File: config.mk
export PLATFORM = sky130hd
export DESIGN_NAME = alu_mul_sequencer
export DESIGN_NICKNAME = d
export VERILOG_FILES = /design/src/rtl/alu_mul_sequencer.sv
export SDC_FILE = /design/constraint.sdc
export NUM_CORES = 1
export LEC_CHECK = 0
export ABC_AREA = 1
export BUFFER_PORTS_ARGS = -buffer_cell sky130_fd_sc_hd__buf_4
export CORE_MARGIN = 8
export CORE_UTILIZATION = 49
export DETAILED_ROUTE_END_ITERATION = 16
export PLACE_DENSITY_LB_ADDON = 0.2
export SLEW_MARGIN = 20
export SYNTH_ARGS = -nofsm -noshare
export SYNTH_HDL_FRONTEND = slang
export SYNTH_SLANG_ARGS = --single-unit
File: constraint.sdc
create_clock -name clk_i -period 1.65 [get_ports clk_i]
set_clock_uncertainty 0.15 [all_clocks]
set_input_delay 0 -clock clk_i [delete_from_list [all_inputs] [get_ports clk_i]]
set_output_delay 0 -clock clk_i [all_outputs]
set_load 0.05 [all_outputs]
File: src/rtl/alu_mul_sequencer.sv
// alu_mul_sequencer: 32-bit shift-and-add multiply
// that drives the shared single-cycle ALU over several cycles.
module alu_mul_sequencer #(
  parameter int XLEN   = 32,
  parameter int ITER_W = 5
) (
  input  logic              clk_i,
  input  logic              rst_ni,
  input  logic              start_i,
  input  logic [XLEN-1:0]   a_i,
  input  logic [XLEN-1:0]   b_i,
  output logic              ready_o,
  output logic              valid_o,
  input  logic              ack_i,
  output logic [XLEN-1:0]   result_o,
  output logic              result_zero_o,
  output logic              alu_busy_o,
  output logic [XLEN-1:0]   alu_a_o,
  output logic [XLEN-1:0]   alu_b_o,
  output logic [3:0]        alu_op_o,
  input  logic [XLEN-1:0]   alu_c_i
);

  typedef enum logic [1:0] {
    IDLE,
    RUN,
    DONE
  } state_e;

  localparam logic [3:0] OP_ADD = 4'b0010;
  localparam logic [3:0] OP_NOP = 4'b0000;

  state_e            state_q, state_d;
  logic [XLEN-1:0]   m_q, m_d;
  logic [XLEN-1:0]   q_q, q_d;
  logic [XLEN-1:0]   p_q, p_d;
  logic [ITER_W-1:0] cnt_q, cnt_d;

  logic run;
  assign run = (state_q == RUN);

  // State and datapath registers, cleared by reset.
  always_ff @(posedge clk_i) begin
    if (!rst_ni) begin
      state_q <= IDLE;
      m_q     <= '0;
      q_q     <= '0;
      p_q     <= '0;
      cnt_q   <= '0;
    end else begin
      state_q <= state_d;
      m_q     <= m_d;
      q_q     <= q_d;
      p_q     <= p_d;
      cnt_q   <= cnt_d;
    end
  end

  // Next state: load on start, one add per RUN cycle,
  // leave early once no multiplier bits remain.
  always_comb begin
    state_d = state_q;
    m_d     = m_q;
    q_d     = q_q;
    p_d     = p_q;
    cnt_d   = cnt_q;
    unique case (state_q)
      IDLE: begin
        if (start_i) begin
          m_d     = a_i;
          q_d     = b_i;
          p_d     = '0;
          cnt_d   = '0;
          state_d = RUN;
        end
      end
      RUN: begin
        p_d   = alu_c_i;
        m_d   = m_q << 1;
        q_d   = q_q >> 1;
        cnt_d = cnt_q + ITER_W'(1);
        if (q_q[XLEN-1:1] == '0 || cnt_q == '1) begin
          state_d = DONE;
        end
      end
      DONE: begin
        if (ack_i) begin
          state_d = IDLE;
        end
      end
      default: state_d = IDLE;
    endcase
  end

  // Handshake and ALU steering outputs.
  always_comb begin
    ready_o       = (state_q == IDLE);
    valid_o       = (state_q == DONE);
    alu_busy_o    = run;
    result_o      = p_q;
    result_zero_o = (p_q == '0);
    alu_a_o       = run ? p_q : '0;
    alu_b_o       = (run && q_q[0]) ? m_q : '0;
    alu_op_o      = run ? OP_ADD : OP_NOP;
  end

endmodule

Word-level counts from Yosys, hierarchy flattened

Cells that the tools add are included.

Multiplexer cells: 15
Reductions and logical operators: 8
Equality and inequality tests: 6
Add/subtract/negate cells: 1

Operators with widths:

| kind                                                                     | number |
|---|---|
| 32-bit one-hot mux with 2 select lines                                   | 3 |
| 32-bit two-way mux                                                       | 5 |
| 32-bit logical NOT                                                       | 1 |
| 31-bit logical NOT                                                       | 1 |
| 5-bit one-hot mux with 2 select lines                                    | 1 |
| 2-bit two-way mux                                                        | 4 |
| 2-bit one-hot mux with 3 select lines                                    | 1 |
| 5-bit by 1-bit adder with 5-bit output (second input constant)           | 1 |
| 5-bit == test (second input constant)                                    | 1 |
| 5-bit two-way mux                                                        | 1 |
| 2-bit by 1-bit inequality test with 1-bit output (second input constant) | 2 |
| 3-bit AND reduction                                                      | 1 |
| 2-bit by 1-bit == test with 1-bit output (second input constant)         | 1 |
| 2-bit == test (second input constant)                                    | 1 |
| 2-bit logical NOT                                                        | 1 |
| 2-bit inequality test (second input constant)                            | 1 |
| 2-bit AND reduction                                                      | 1 |
| 2-bit nonzero test                                                       | 1 |
| 1-bit logical AND                                                        | 1 |
| 1-bit logical OR                                                         | 1 |

Word-level logic and storage cells: 35
Flip-flop bits (word level): 103

Longest topological paths before layout

Depth after elaboration: 4
Mapped depth: 10

Worst setup path after synthesis

OpenSTA, ideal clock, no wires.

Path kind: register to output
Start point: reg p_q[8] (netlist: result_o[8])
End point: out result_zero_o
Slack: -0.082 ns
Data arrival time: 1.582 ns
Path buffers: 0
Cell stages (with the launch flop): 4
Path through: dfxtp_1 -> nor4_1 -> nand4_1 -> nor2_1

Word-level cells in the longest chain between the ends: 1

Ends and longest elaborated chain:

| element                | line | source |
|---|---|---|
| start, declared        | 36   | `logic [XLEN-1:0] p_q, p_d;` |
| start signal, assigned | 54   | `p_q <= p_d;` |
| 32-bit logical NOT     | 101  | `result_zero_o = (p_q == '0);` |
| end, declared          | 16   | `output logic result_zero_o,` |

No other way between the ends.

Worst setup path after layout

Start point: reg state_q[0]
End point: out alu_a_o[26]

Word-level cells in the longest chain between the ends: 2

Ends and longest elaborated chain:

| element                                  | line | source |
|---|---|---|
| start, declared                          | 33   | `state_e state_q, state_d;` |
| start signal, assigned                   | 51   | `state_q <= state_d;` |
| 2-bit by 1-bit == test with 1-bit output | 40   | `assign run = (state_q == RUN);` |
| 32-bit two-way mux                       | 102  | `alu_a_o = run ? p_q : '0;` |
| end, declared                            | 18   | `output logic [XLEN-1:0] alu_a_o,` |

No other way between the ends.

==> results.py <==
metrics = {
    "routing": {
        "route.vias.total": 6066,
        "vias_per_cell": 5.22,
        "drtIter0Drc": 552,
        "ant_nets": 0,
        "top_layer": "met4",
        "drt-total-wl_um": 19200,
        "wl_met1_um": 7060,
        "wl_met2_um": 9920,
        "dr.pass1.iters": 7,
        "drc": 0,
        "dr_wl_met3_um": 1690,
        "avgRoutedWirePerCell_um": 16.5,
    },
    "logic_synthesis": {
        "syn_avg_cell_area_um2": 6.76,
        "synth_seq_cells": 103,
        "syn_area_um2": 5000,
        "ys_seq_area_share_pct": 41.2,
        "ys.warnings.count": 0,
        "syn-instance-count": 740,
        "ys_types": 31,
    },
    "sta": {
        "setup_violations": 11,
        "grt_setup_unrepaired": "true",
        "whs_ns": 0.0360,
        "fin_crit_ns": 1.68,
        "hold_viol": 0,
        "tns_ns": -0.123,
        "layout_setup_ws_ns": -0.0275,
        "fmax_ghz": 0.596,
        "drv_slew": 0,
        "period_share_pct": 102,
    },
    "worst_setup_path": {
        "crit_chain": "inv_2, nor2_4, inv_2, buf_12, nor2_2, buf_6",
        "reg2reg_setup_slack_ns": 0.13,
        "cpLargestDelayFamily": "buffers and inverters",
        "cp.required_ns": 1.50,
        "cp_num_buf_inv": 4,
        "setup.worst_path.start_class": "flop",
        "cp_data_arrival_time_ns": 1.53,
        "worst-path-max-fanout": 39,
        "critPathLaunch": "state_q[0]",
        "critPathSlowestCell": "dfxtp_2",
        "end_kind": "output pin",
        "cp_common_cell": "inv_2",
        "worstReg2RegStart": "state_q[0]",
        "critPathKind": "flop to output pin",
        "critPathMaxStageDelay_ns": 0.35,
    },
    "power_and_ir_drop": {
        "ir_worst_vdd_mv": 0.630,
        "internal-power_mw": 5.05,
        "comb_power_share_pct": 37.2,
        "switching_share_pct": 36.4,
        "p_sw_mw": 2.88,
        "p_leak_nw": 3.74,
        "seqPwrFrac_pct": 38.8,
        "pwr-share-clk_pct": 23.9,
        "cellPowerDensity_nw_per_um2": 944,
        "power_mw": 7.93,
    },
    "cts": {
        "clkTransAtPathRegs_ns": 0.09,
        "clkLatencyLatePin_ns": 0.35,
        "htree_levels": 3,
        "cts_sinks": 103,
        "cts_tree": "yes",
        "cts_buffers": 9,
        "cts_buffer_depth": 2,
        "clock-root-buffer": "clkbuf_8",
    },
    "run_status": {
        "outcome": "finished, violations left",
        "violations": "setup timing",
    },
    "floorplanning": {
        "core_um2": 10100,
        "dieWidth_um": 117,
        "die_y_um": 117,
        "start_util_pct": 49.4,
        "io_pins": 204,
        "rows": 37,
        "die_area_um2": 13700,
    },
    "grt": {
        "first_global_vias": 6040,
        "gr-total-overflow": 0,
        "grtUsageTotal_pct": 25.6,
        "grt_pass1_wl_um": 28000,
        "grt_antenna_before_repair": 1,
        "grt_max_degree": 40,
    },
    "worst_hold_path": {
        "min_path_type": "input pin to flop",
        "hp-start": "start_i",
    },
    "layout": {
        "drive_above_1_share_pct": 32.7,
        "final_cell_mix": "175 x nand2_1, 146 x buf_4, 113 x inv_1",
        "syn2layout_area_growth_pct": 67.8,
        "fillCellCount": 612,
        "final_common_cell": "nand2_1",
        "fin_nets": 1124,
    },
    "placed_design": {
        "dp_hpwl_um": 11200,
        "io_buffers": 200,
        "gp_congestion": 0.848,
    },
    "job": {
        "cap_violations": 0,
    },
}
timing repair:
action	4_1_cts	5_1_grt
setup endpoints to repair	60	72
gates resized for setup	71	83
hold buffers	98	0
buffers inserted	0	2
cloned	1	0
hold endpoints to repair	97	0
pin swaps	6	7
cell usage after synthesis, drive strengths merged:
library cell	instances	area (um2)
a21oi	108	578
a221oi	1	15.0
a22oi	6	45.0
and3	1	6.26
buf	41	240
clkbuf	10	37.5
clkinv	1	3.75
conb	1	3.75
dfxtp	103	2060
ha	2	25.0
inv	117	442
nand2	187	737
nand3	1	5.00
nand4	3	18.8
nor2	89	349
nor3	1	5.00
nor4	8	50.1
o211ai	8	60.1
o21ai	36	180
o221ai	16	140
worst reg2reg max path, stage by stage, from the launching register on:
cell	delay [ns]
dfxtp_2	0.34
inv_2	0.07
nor2_4	0.04
inv_2	0.14
nand2_4	0.10
buf_4	0.21
o21ai_0	0.28
a21oi_1	0.09
cell type report:
class / instances / area [um2] / area share, %
antenna: 1 / 2.50 / 0.0298
clock buffer: 12 / 155 / 1.85
clock inverter: 3 / 90.1 / 1.07
inverter: 118 / 448 / 5.33
multi-input combinational: 470 / 2430 / 28.9
sequential: 103 / 2090 / 24.9
tap: 136 / 170 / 2.03
timing repair buffer: 320 / 3010 / 35.9
metrics by stage:
step                std cells  setup WS (ns)  cell area (um2)  utilization [%]
finish                   1163        -0.0275             8400             82.8
global route             1163         -0.131             8400             82.8
CTS                      1160        -0.0189             8120             80.1
detailed placement       1046         0.0833             6610             65.2
global placement         1046          0.160             6610             65.2
floorplan                 742        -0.0704             5010                -
routing by layer:
layer | vias up | GRT usage (%)
met5 | - | 0
met4 | 0 | 10.6
met3 | 47 | 5.49
met2 | 323 | 45.0
met1 | 2822 | 29.5
li1 | 2874 | -
final timing paths:
check,end,cells past startpoint
max,alu_a_o[26],6
min,q_q[18],6
max reg2reg,m_q[11],7
min reg2reg,cnt_q[0],1
flip-flops by register name, summed over array words and instances (netlist names):
name      cells
cnt_q         5
m_q          32
q_q          32
result_o     32
state_q       2
cell families after synthesis:
logic type      count (synthesis)  share of synthesized area, %
flops                         103                          41.2
simple gates                  290                          23.4
buf+inv                       169                          14.5
fa+ha+maj                       2                         0.500
other cells                     1                        0.0749
compound gates                175                          20.4
power by group through the flow:
stage	registers [mW]	clock network, mW	logic, mW
after detailed placement	3.09	0	2.46
after global placement	3.08	0	2.41
after CTS	3.05	1.94	2.78
final	3.08	1.90	2.95
after global routing	3.11	2.03	3.19
after floorplan	3.25	0	1.54
Note: power is estimated with default switching activity, not from simulation.
